$ cat src/rtl/sipo_fifo_axi4lite.sv
// Serial-in/parallel-out deserialiser feeding a DEPTH-entry word FIFO, with an
// AXI4-Lite register port for data pops, status, control, level and threshold.
`ifndef AXI4_ADDR_BITS
`define AXI4_ADDR_BITS 32
`endif
`ifndef AXI4_DATA_BITS
`define AXI4_DATA_BITS 32
`endif
`ifndef AXI4_STRB_BITS
`define AXI4_STRB_BITS 4
`endif
`ifndef AXI4_PROT_BITS
`define AXI4_PROT_BITS 3
`endif
`ifndef AXI4_RESP_BITS
`define AXI4_RESP_BITS 2
`endif

module sipo_fifo_axi4lite #(
  parameter int DATA_W    = 32,
  parameter int DEPTH     = 16,
  parameter bit MSB_FIRST = 1'b1
) (
  input  logic                        s_axi4lite_clk,
  input  logic                        s_axi4lite_rstn,
  input  logic                        sin,
  input  logic                        sin_valid,
  output logic                        irq,
  input  logic                        s_axi4lite_aw_valid,
  output logic                        s_axi4lite_aw_ready,
  input  logic [`AXI4_ADDR_BITS-1:0]  s_axi4lite_aw_addr,
  input  logic [`AXI4_PROT_BITS-1:0]  s_axi4lite_aw_prot,
  input  logic                        s_axi4lite_w_valid,
  output logic                        s_axi4lite_w_ready,
  input  logic [`AXI4_DATA_BITS-1:0]  s_axi4lite_w_data,
  input  logic [`AXI4_STRB_BITS-1:0]  s_axi4lite_w_strb,
  output logic                        s_axi4lite_b_valid,
  input  logic                        s_axi4lite_b_ready,
  output logic [`AXI4_RESP_BITS-1:0]  s_axi4lite_b_resp,
  input  logic                        s_axi4lite_ar_valid,
  output logic                        s_axi4lite_ar_ready,
  input  logic [`AXI4_ADDR_BITS-1:0]  s_axi4lite_ar_addr,
  input  logic [`AXI4_PROT_BITS-1:0]  s_axi4lite_ar_prot,
  output logic                        s_axi4lite_r_valid,
  input  logic                        s_axi4lite_r_ready,
  output logic [`AXI4_DATA_BITS-1:0]  s_axi4lite_r_data,
  output logic [`AXI4_RESP_BITS-1:0]  s_axi4lite_r_resp
);

  localparam int PW = $clog2(DEPTH);
  localparam int LW = PW + 1;
  localparam int CW = $clog2(DATA_W);
  localparam int AD = `AXI4_DATA_BITS;
  localparam int RW = `AXI4_RESP_BITS;

  localparam logic [7:0] A_DATA   = 8'h00;
  localparam logic [7:0] A_STATUS = 8'h08;
  localparam logic [7:0] A_CTRL   = 8'h10;
  localparam logic [7:0] A_LEVEL  = 8'h18;
  localparam logic [7:0] A_THRESH = 8'h20;
  localparam logic [RW-1:0] OKAY   = RW'(0);
  localparam logic [RW-1:0] SLVERR = RW'(2);

  logic              clk, rst_n;
  logic [DATA_W-1:0] sr_q, sr_d, sr_shift;
  logic [CW-1:0]     bit_cnt_q, bit_cnt_d;
  logic [DATA_W-1:0] mem_q [DEPTH];
  logic [PW-1:0]     wptr_q, wptr_d, rptr_q, rptr_d;
  logic [LW-1:0]     level_q, level_d, thresh_q, thresh_d;
  logic              ovf_q, ovf_d, en_q, en_d, irq_en_q, irq_en_d, irq_q, irq_d;
  logic              aw_held_q, aw_held_d, w_held_q, w_held_d;
  logic [7:0]        awaddr_q, awaddr_d, araddr_q, araddr_d;
  logic [AD-1:0]     wdata_q, wdata_d;
  logic              wstrb0_q, wstrb0_d;
  logic              b_valid_q, b_valid_d, rd_req_q, rd_req_d, r_valid_q, r_valid_d;
  logic [RW-1:0]     b_resp_q, b_resp_d, r_resp_q, r_resp_d;
  logic [AD-1:0]     r_data_q, r_data_d;

  logic aw_hs, w_hs, ar_hs, wr_fire, wr_map, ctrl_wr, thresh_wr, flush, ovf_clr;
  logic shift, word_done, push_try, push, pop, full, empty;
  logic unused_bits;

  assign clk   = s_axi4lite_clk;
  assign rst_n = s_axi4lite_rstn;
  assign unused_bits = ^{s_axi4lite_aw_prot, s_axi4lite_ar_prot, s_axi4lite_aw_addr,
                         s_axi4lite_ar_addr, s_axi4lite_w_strb};

  assign s_axi4lite_aw_ready = !aw_held_q && !b_valid_q;
  assign s_axi4lite_w_ready  = !w_held_q && !b_valid_q;
  assign s_axi4lite_ar_ready = !rd_req_q && !r_valid_q;
  assign s_axi4lite_b_valid  = b_valid_q;
  assign s_axi4lite_b_resp   = b_resp_q;
  assign s_axi4lite_r_valid  = r_valid_q;
  assign s_axi4lite_r_data   = r_data_q;
  assign s_axi4lite_r_resp   = r_resp_q;
  assign irq                 = irq_q;

  assign full  = (level_q == LW'(DEPTH));
  assign empty = (level_q == '0);

  // Write channel: the register write lands on the same edge b_valid rises.
  always_comb begin
    aw_hs     = s_axi4lite_aw_valid && s_axi4lite_aw_ready;
    w_hs      = s_axi4lite_w_valid && s_axi4lite_w_ready;
    wr_fire   = aw_held_q && w_held_q;
    aw_held_d = wr_fire ? 1'b0 : (aw_hs ? 1'b1 : aw_held_q);
    w_held_d  = wr_fire ? 1'b0 : (w_hs ? 1'b1 : w_held_q);
    awaddr_d  = aw_hs ? s_axi4lite_aw_addr[7:0] : awaddr_q;
    wdata_d   = w_hs ? s_axi4lite_w_data : wdata_q;
    wstrb0_d  = w_hs ? s_axi4lite_w_strb[0] : wstrb0_q;
    wr_map    = (awaddr_q == A_DATA) || (awaddr_q == A_STATUS) || (awaddr_q == A_CTRL) ||
                (awaddr_q == A_LEVEL) || (awaddr_q == A_THRESH);
    b_valid_d = wr_fire ? 1'b1 : (b_valid_q && !s_axi4lite_b_ready);
    b_resp_d  = wr_fire ? (wr_map ? OKAY : SLVERR) : b_resp_q;
    ctrl_wr   = wr_fire && wstrb0_q && (awaddr_q == A_CTRL);
    thresh_wr = wr_fire && wstrb0_q && (awaddr_q == A_THRESH);
    flush     = ctrl_wr && wdata_q[1];
    ovf_clr   = ctrl_wr && wdata_q[2];
    en_d      = ctrl_wr ? wdata_q[0] : en_q;
    irq_en_d  = ctrl_wr ? wdata_q[3] : irq_en_q;
    thresh_d  = thresh_q;
    if (thresh_wr)
      thresh_d = (wdata_q > AD'(DEPTH)) ? LW'(DEPTH) : wdata_q[LW-1:0];
  end

  // Read channel: pop and response capture happen the edge after the AR handshake.
  always_comb begin
    ar_hs     = s_axi4lite_ar_valid && s_axi4lite_ar_ready;
    rd_req_d  = ar_hs;
    araddr_d  = ar_hs ? s_axi4lite_ar_addr[7:0] : araddr_q;
    r_valid_d = rd_req_q ? 1'b1 : (r_valid_q && !s_axi4lite_r_ready);
    pop       = rd_req_q && (araddr_q == A_DATA) && !empty;
    r_data_d  = r_data_q;
    r_resp_d  = r_resp_q;
    if (rd_req_q) begin
      r_resp_d = OKAY;
      case (araddr_q)
        A_DATA:   r_data_d = empty ? '0 : AD'(mem_q[rptr_q]);
        A_STATUS: r_data_d = AD'({irq_q, ovf_q, full, empty});
        A_CTRL:   r_data_d = AD'({irq_en_q, 2'b00, en_q});
        A_LEVEL:  r_data_d = AD'(level_q);
        A_THRESH: r_data_d = AD'(thresh_q);
        default: begin
          r_data_d = '0;
          r_resp_d = SLVERR;
        end
      endcase
    end
  end

  // Deserialiser and FIFO bookkeeping; a flush overrides any word completing now.
  always_comb begin
    shift     = en_q && sin_valid;
    sr_shift  = MSB_FIRST ? {sr_q[DATA_W-2:0], sin} : {sin, sr_q[DATA_W-1:1]};
    word_done = shift && (bit_cnt_q == CW'(DATA_W - 1));
    push_try  = word_done && !flush;
    push      = push_try && (!full || pop);
    sr_d      = flush ? '0 : (shift ? sr_shift : sr_q);
    bit_cnt_d = bit_cnt_q;
    if (flush || word_done)
      bit_cnt_d = '0;
    else if (shift)
      bit_cnt_d = bit_cnt_q + CW'(1);
    ovf_d   = ovf_clr ? 1'b0 : ((push_try && !push) ? 1'b1 : ovf_q);
    wptr_d  = flush ? '0 : (push ? wptr_q + PW'(1) : wptr_q);
    rptr_d  = flush ? '0 : (pop ? rptr_q + PW'(1) : rptr_q);
    level_d = flush ? '0 : level_q + LW'(push) - LW'(pop);
    irq_d   = irq_en_q && (thresh_q != '0) && (level_q >= thresh_q);
  end

  always_ff @(posedge clk) begin
    if (push)
      mem_q[wptr_q] <= sr_shift;
  end

  always_ff @(posedge clk or negedge rst_n) begin
    if (!rst_n) begin
      sr_q      <= '0;
      bit_cnt_q <= '0;
      wptr_q    <= '0;
      rptr_q    <= '0;
      level_q   <= '0;
      thresh_q  <= LW'(1);
      ovf_q     <= 1'b0;
      en_q      <= 1'b1;
      irq_en_q  <= 1'b0;
      irq_q     <= 1'b0;
      aw_held_q <= 1'b0;
      w_held_q  <= 1'b0;
      awaddr_q  <= '0;
      araddr_q  <= '0;
      wdata_q   <= '0;
      wstrb0_q  <= 1'b0;
      b_valid_q <= 1'b0;
      b_resp_q  <= '0;
      rd_req_q  <= 1'b0;
      r_valid_q <= 1'b0;
      r_data_q  <= '0;
      r_resp_q  <= '0;
    end else begin
      sr_q      <= sr_d;
      bit_cnt_q <= bit_cnt_d;
      wptr_q    <= wptr_d;
      rptr_q    <= rptr_d;
      level_q   <= level_d;
      thresh_q  <= thresh_d;
      ovf_q     <= ovf_d;
      en_q      <= en_d;
      irq_en_q  <= irq_en_d;
      irq_q     <= irq_d;
      aw_held_q <= aw_held_d;
      w_held_q  <= w_held_d;
      awaddr_q  <= awaddr_d;
      araddr_q  <= araddr_d;
      wdata_q   <= wdata_d;
      wstrb0_q  <= wstrb0_d;
      b_valid_q <= b_valid_d;
      b_resp_q  <= b_resp_d;
      rd_req_q  <= rd_req_d;
      r_valid_q <= r_valid_d;
      r_data_q  <= r_data_d;
      r_resp_q  <= r_resp_d;
    end
  end

endmodule

$ cat config.mk
export PLATFORM = sky130hd
export DESIGN_NAME = sipo_fifo_axi4lite
export DESIGN_NICKNAME = d
export VERILOG_FILES = /design/src/rtl/sipo_fifo_axi4lite.sv
export SDC_FILE = /design/constraint.sdc
export NUM_CORES = 1
export LEC_CHECK = 0
export ABC_AREA = 1
export CORE_ASPECT_RATIO = 0.75
export CORE_MARGIN = 8
export CORE_UTILIZATION = 59
export DETAILED_ROUTE_END_ITERATION = 10
export GPL_ROUTABILITY_DRIVEN = 0
export PLACE_DENSITY = 0.86
export SLEW_MARGIN = 20
export SYNTH_ARGS = -nofsm -noshare
export SYNTH_HDL_FRONTEND = slang
export SYNTH_SLANG_ARGS = --single-unit
$ cat constraint.sdc
create_clock -name s_axi4lite_clk -period 3.7 [get_ports s_axi4lite_clk]
set_clock_uncertainty 0.2 [all_clocks]
set_input_delay 0.37 -clock s_axi4lite_clk [delete_from_list [all_inputs] [get_ports s_axi4lite_clk]]
set_output_delay 0.37 -clock s_axi4lite_clk [all_outputs]
set_load 0.005 [all_outputs]
**After elaboration in Yosys (flattened, before gate mapping)**

Memories as Yosys holds them, arrays and structs flattened.
Cells that the tools add are included.

- Reduce and logical (&&, ||, !) cells: 52
- Multiplexer cells: 24
- Add/sub/neg operators: 5
- Eq/ne operators: 10
- $lt $le $gt $ge: 2

Operators with widths:

| cell | count |
|---|---|
| case mux 32 bit (5 select lines) | 1 |
| 2-to-1 mux 31 bit | 2 |
| == test 8 x 5 -> 1 bit, second input constant | 4 |
| greater-than comparator 32 x 5 -> 1 bit, second input constant | 1 |
| 2-to-1 mux 32 bit | 1 |
| logical AND 1 bit | 23 |
| 2-to-1 mux 5 bit | 4 |
| == test 8 x 4 -> 1 bit, second input constant | 2 |
| == test 8 x 6 -> 1 bit, second input constant | 2 |
| logical NOT 8 bit | 2 |
| 2-to-1 mux 4 bit | 4 |
| nonzero test 2 bit | 7 |
| logical NOT 1 bit | 11 |
| == test 5 bit, second input constant | 2 |
| 2-to-1 mux 1 bit | 10 |
| adder 4 x 1 -> 4 bit, second input constant | 2 |
| logical OR 1 bit | 6 |
| adder 5 x 1 -> 5 bit | 1 |
| adder 5 x 1 -> 5 bit, second input constant | 1 |
| >= comparator 5 bit | 1 |
| logical NOT 5 bit | 1 |
| nonzero test 5 bit | 1 |
| OR reduction 5 bit | 1 |
| subtractor 5 x 1 -> 5 bit | 1 |
| 2-to-1 mux 2 bit | 2 |

- Input bits: 115
- Memories: 1
- Output and inout port bits: 42
- RAM bits: 512
- Flip-flop bits (word level): 148
- Logic and storage cells: 116

Memories:

| memory | words | width | read ports | clocked after Yosys merged registers in | wr ports | RTL line | text |
|---|---|---|---|---|---|---|---|
| mem_q | 16 | 32 | 1 | 0 | 1 | 67 | `logic [DATA_W-1:0] mem_q [DEPTH];` |

**Depth between registers and ports, before layout**

Gate-level depths: netlist of the first run.

- Depth after elaboration: 11
- Gate-level depth with buffers: 16
- Mapped depth without buffers: 16

**Least setup slack after synthesis of the first run**

No wires, ideal clock.

- Path type: register to register
- Start point: reg bit_cnt_q[0]
- End point: mem mem_q[0][0], enable pin
- Setup slack: 333 ps
- Clock period less this slack: 3367 ps
- Stages on the path, launching flop included: 11
- Data required time: 3079 ps
- Arrival: 2746 ps
- Buffers on the path: 0
- Library setup time: 421 ps
- Cell sequence: dfrtp_1 > ha_1 > nand2_1 > nor2_1 > ha_1 > nand3_1 > inv_1 > nand3_2 > inv_1 > nand2_1 > nor2_1

- Word-level cells in the longest chain between the ends: 6

Ends and longest elaborated chain:

| item | RTL line | text |
|---|---|---|
| from (decl) | 66 | `logic [CW-1:0] bit_cnt_q, bit_cnt_d;` |
| from (signal assigned) | 202 | `bit_cnt_q <= bit_cnt_d;` |
| == test 5 bit | 155 | `word_done = shift && (bit_cnt_q == CW'(DATA_W - 1));` |
| logical AND 1 bit | 155 |  |
| logical AND 1 bit | 156 | `push_try = word_done && !flush;` |
| logical AND 1 bit | 157 | `push = push_try && (!full \|\| pop);` |
| 2-to-1 mux 1 bit | 172 | `if (push)` |
| 2-to-1 mux 1 bit (not written as such) | 173 | `mem_q[wptr_q] <= sr_shift;` |
| to (decl) | 67 |  |

No other way between the ends.

**Worst setup path in the final report of the first run**

- Start point: reg araddr_q[2]
- End point: reg level_q[4]

- Word-level cells in the longest chain between the ends: 8

Ends and longest elaborated chain:

| item | RTL line | text |
|---|---|---|
| from (decl) | 72 | `logic [7:0] awaddr_q, awaddr_d, araddr_q, araddr_d;` |
| from (signal assigned) | 214 | `araddr_q <= araddr_d;` |
| logical NOT 8 bit (*) | 132 | `pop = rd_req_q && (araddr_q == A_DATA) && !empty;` |
| logical AND 1 bit (*) (2 in a row) | 132 |  |
| logical OR 1 bit | 157 |  |
| logical AND 1 bit | 157 |  |
| adder 5 x 1 -> 5 bit | 167 | `level_d = flush ? '0 : level_q + LW'(push) - LW'(pop);` |
| subtractor 5 x 1 -> 5 bit (*) | 167 |  |
| 2-to-1 mux 5 bit (*) | 167 |  |
| net level_d[4] | 69 | `logic [LW-1:0] level_q, level_d, thresh_q, thresh_d;` |
| to (signal assigned) | 205 | `level_q <= level_d;` |
| to (decl) | 69 |  |

The timed path passes the listed nets; every way through them passes the cells marked *.
A chain may end at the register's enable or synchronous reset.

==> results of run 1 <==
==> sequential cells by signal, indices dropped and copies added (netlist names), 4 cells and up <==
name	cells
bit_cnt_q	5
awaddr_q	8
s_axi4lite_r_data	32
rptr_q	4
level_q	5
wptr_q	4
araddr_q	8
thresh_q	5
wdata_q	32
mem_q	512
sr_q	31
==> cell type report <==
type                    count  area, µm²
inverters                 166        631
multi-input cells        1399       6880
flip-flops and latches    658      19000
well taps                 595        744
clock inverters            24        318
clock buffers              81       1600
fillers                  2920      14900
repair buffers            143       1460
==> worst register-to-register path, stage by stage, from the launching register on <==
cell     delay, ns
dfrtp_1       0.38
inv_1         0.07
nand3_1       0.14
nor2_2        0.25
nand4_1       0.16
nand2_1       0.22
nand3_2       0.19
ha_1          0.33
inv_1         0.04
ha_1          0.21
fa_1          0.42
a21oi_1       0.24
nor2_1        0.10
nor2_1        0.15
xor2_1        0.16
nor2_1        0.05
==> power groups by stage <==
stage / clock [mW] / sequential, mW / combinational, mW
final: 6.16 / 8.54 / 4.10
after global routing: 6.45 / 8.58 / 4.50
after CTS: 6.18 / 8.53 / 4.05
after detailed placement: 0 / 8.69 / 3.94
after global placement: 0 / 8.66 / 3.70
after floorplan: 0 / 8.56 / 2.86
==> metal layers <==
| metal | routed length (µm) | vias up | GRT usage [%] |
|---|---|---|---|
| met5 | 0 | - | 0 |
| met4 | 2990 | 0 | 11.1 |
| met1 | 24400 | 8998 | 31.9 |
| li1 | - | 8231 | - |
| met3 | 6630 | 208 | 4.24 |
| met2 | 32800 | 1082 | 41.7 |
==> repair_timing <==
| action | in CTS | in global routing |
|---|---|---|
| setup buffers | 0 | 0 |
| hold buffers | 1 | 0 |
| hold endpoints to repair | 82 | 0 |
==> worst max path at each step <==
stage,startpoint,to,slack (ns)
after floorplan,bit_cnt_q[0],mem_q[0][0],0.33
after global placement,bit_cnt_q[0],level_q[4],0.64
after detailed placement,bit_cnt_q[0],level_q[4],0.43
after CTS,bit_cnt_q[0],level_q[4],0.35
after global routing,araddr_q[2],level_q[4],0.12
final,araddr_q[2],level_q[4],0.27
==> placed cells by master (no fill, tap or decap), drive strengths merged, types with 5 or more instances in the layout <==
master / n
clkbuf: 81
mux2: 43
o211ai: 86
edfxtp: 512
nor3: 5
nand2: 398
clkdlybuf4s50: 96
nor2: 390
nand4: 11
dfrtp: 144
a21oi: 41
ha: 18
xor2: 7
clkinv: 17
nand3: 130
inv: 164
o22ai: 21
buf: 46
bufinv: 7
o21ai: 240
==> through the flow <==
stage	hold WS [ns]	total power [mW]	setup slack [ns]	util [%]
global route	0.160	19.5	0.119	67.2
global placement	0.263	12.4	0.638	63.0
finish	0.150	18.8	0.267	67.2
floorplan	-0.126	11.4	0.333	-
detailed placement	0.265	12.6	0.429	63.0
CTS	0.120	18.8	0.346	67.2
==> cells by family after synthesis <==
kind of cell	after synthesis	synth area share, %
AOI/OAI and AO/OA	393	8.24
xor gates and xnor gates	8	0.260
adders and majority gates	19	0.909
buffers and inverters	293	4.42
DFF	658	70.6
muxes	43	1.80
other	1	0.0139
and+or+nand+nor	934	13.8
==> results.md, run 1 <==
* Gr usage total at 24.9%
* # H-tree levels at 2
* CTS tree: built
* Sequential share of power at 45.4%
* Non-filler cells in the finished layout at 3066
* Ys flop type: edfxtp_1
* Die area at 52900 µm²
* PwrDens at 613 nW/µm²
* CP arrival at 3.71 ns
* F_max at 291 MHz
* Row count at 68
* CP Capture Type: flip-flop
* Hold Path Stages at 2
* Initial DRC Count at 2659
* Logic pwr share at 21.8%
* Post-route antenna net violation count at 0
* Worst skew pair latency at 0.61 ns
* Sequential area share after synthesis at 70.6%
* Ys async rst share at 22.2%
* Post-layout minimum cycle time at 3.43 ns
* Post-CTS sizing at 0
* Placed insts at 2960
* Max IR drop VDD at 0.432 mV
* IO Count at 157
* Setup TNS at 0 ns
* Critical Path RT at 3.98 ns
* Leakage at 12.8 nW
* Levels on crit path at 15
* Final Hold Vio Count at 0
* Die Y at 201 µm
* Final wirelength at 66800 µm
* Initial antenna violation count at 0
* Final worst-path cycle share at 92.8%
* Die Wd at 263 µm
* Largest net degree at the start of global routing at 88
* CP startpoint kind: flip-flop
* Clk sink count at 658
* IO Port Bufs at 97
* Max-cap violation count at 0
* Initial DRT Pass Iterations at 6
* Clk slew on worst S/H paths at 0.07 ns
* Post-synth EDFFs at 512
* Synth cell count leaders: edfxtp_1, nand2_1, nor2_1, o21ai_0, inv_1
* Worst reg2reg endpoint: level_q[4]
* Max-slew violations at 0
* Total CTS buffers at 56
* Worst Min Path Start: s_axi4lite_r_ready
* Crit Path Category: reg -> reg
* Yosys reg bits at 658
* Most used cell, CP: nor2_1
* Most common cell in the netlist: edfxtp_1
* Slowest cell on crit path: fa_1
* Core area at 45600 µm²
* Cell taking the most area after synthesis: edfxtp_1
* Vias in the first global route at 18.7k
* Share of layout cells above drive strength 1 at 8.42%
* DRC at 0
* Post-Syn Area per Cell at 11.5 µm²
* Post-synth cell types at 36
* R2R Setup Slk at 0.27 ns
* Clock root cell: clkbuf_16
* Crit-path cells: inv_1 -> nand3_1 -> nor2_2 -> nand4_1 -> nand2_1 -> nand3_2 -> ha_1 -> inv_1 -> ha_1 -> fa_1 -> a21oi_1 -> nor2_1 -> nor2_1 -> xor2_1 -> nor2_1
* Top post-synthesis cells by area: edfxtp_1, dfrtp_1, nand2_1
* Net Switching at 5.69 mW
* Worst-Margin Slew at 1.01 ns
* WP buf/inv at 2
* Cell-internal power at 13.1 mW
* Post-DR wirelength/cell at 21.8 µm
* Synth warn at 0
* Final-report setup violation count at 0
* Relative slew slack at 32.4%
* Status: completed
* Final nets at 2558
* CP max FO at 6
* Initial Util at 59.1%
* Switching Fraction at 30.2%
* DR vias/cell at 6.04
* GRT overflow at 0
* Area Growth Syn to Fin at 13.7%
* CTS Buffer Depth at 3
* Ant. Diodes at 0
* Global-route wire length before repair at 104000 µm
* Worst path max stage delay at 0.42 ns
* Post-synthesis cell area at 27000 µm²
* Clock share of power at 32.8%
* Synth top area share at 57.0%
* WHS Endpoint: s_axi4lite_r_valid
* Placed instance area at 28700 µm²
* Cells after Synth at 2349
* Vias at 18.5k
* Worst hold path type: in -> reg
* RR Startpoint: araddr_q[2]
* RSZ-0062 raised after global routing: false
* Cell family with most CP delay: simple AND/OR/NAND/NOR gates
* Finished Cell Area at 30700 µm²
* Final HPWL DP at 38000 µm
* R2R depth at 15
Note: power is estimated with default switching activity, not from simulation.
==> run 2, diff against run 1 <==
ABC_CLOCK_PERIOD_IN_PS = 3700   (was default)
==> results of run 2 <==
Final layout, timing and power as in run 1 (identical DEF).
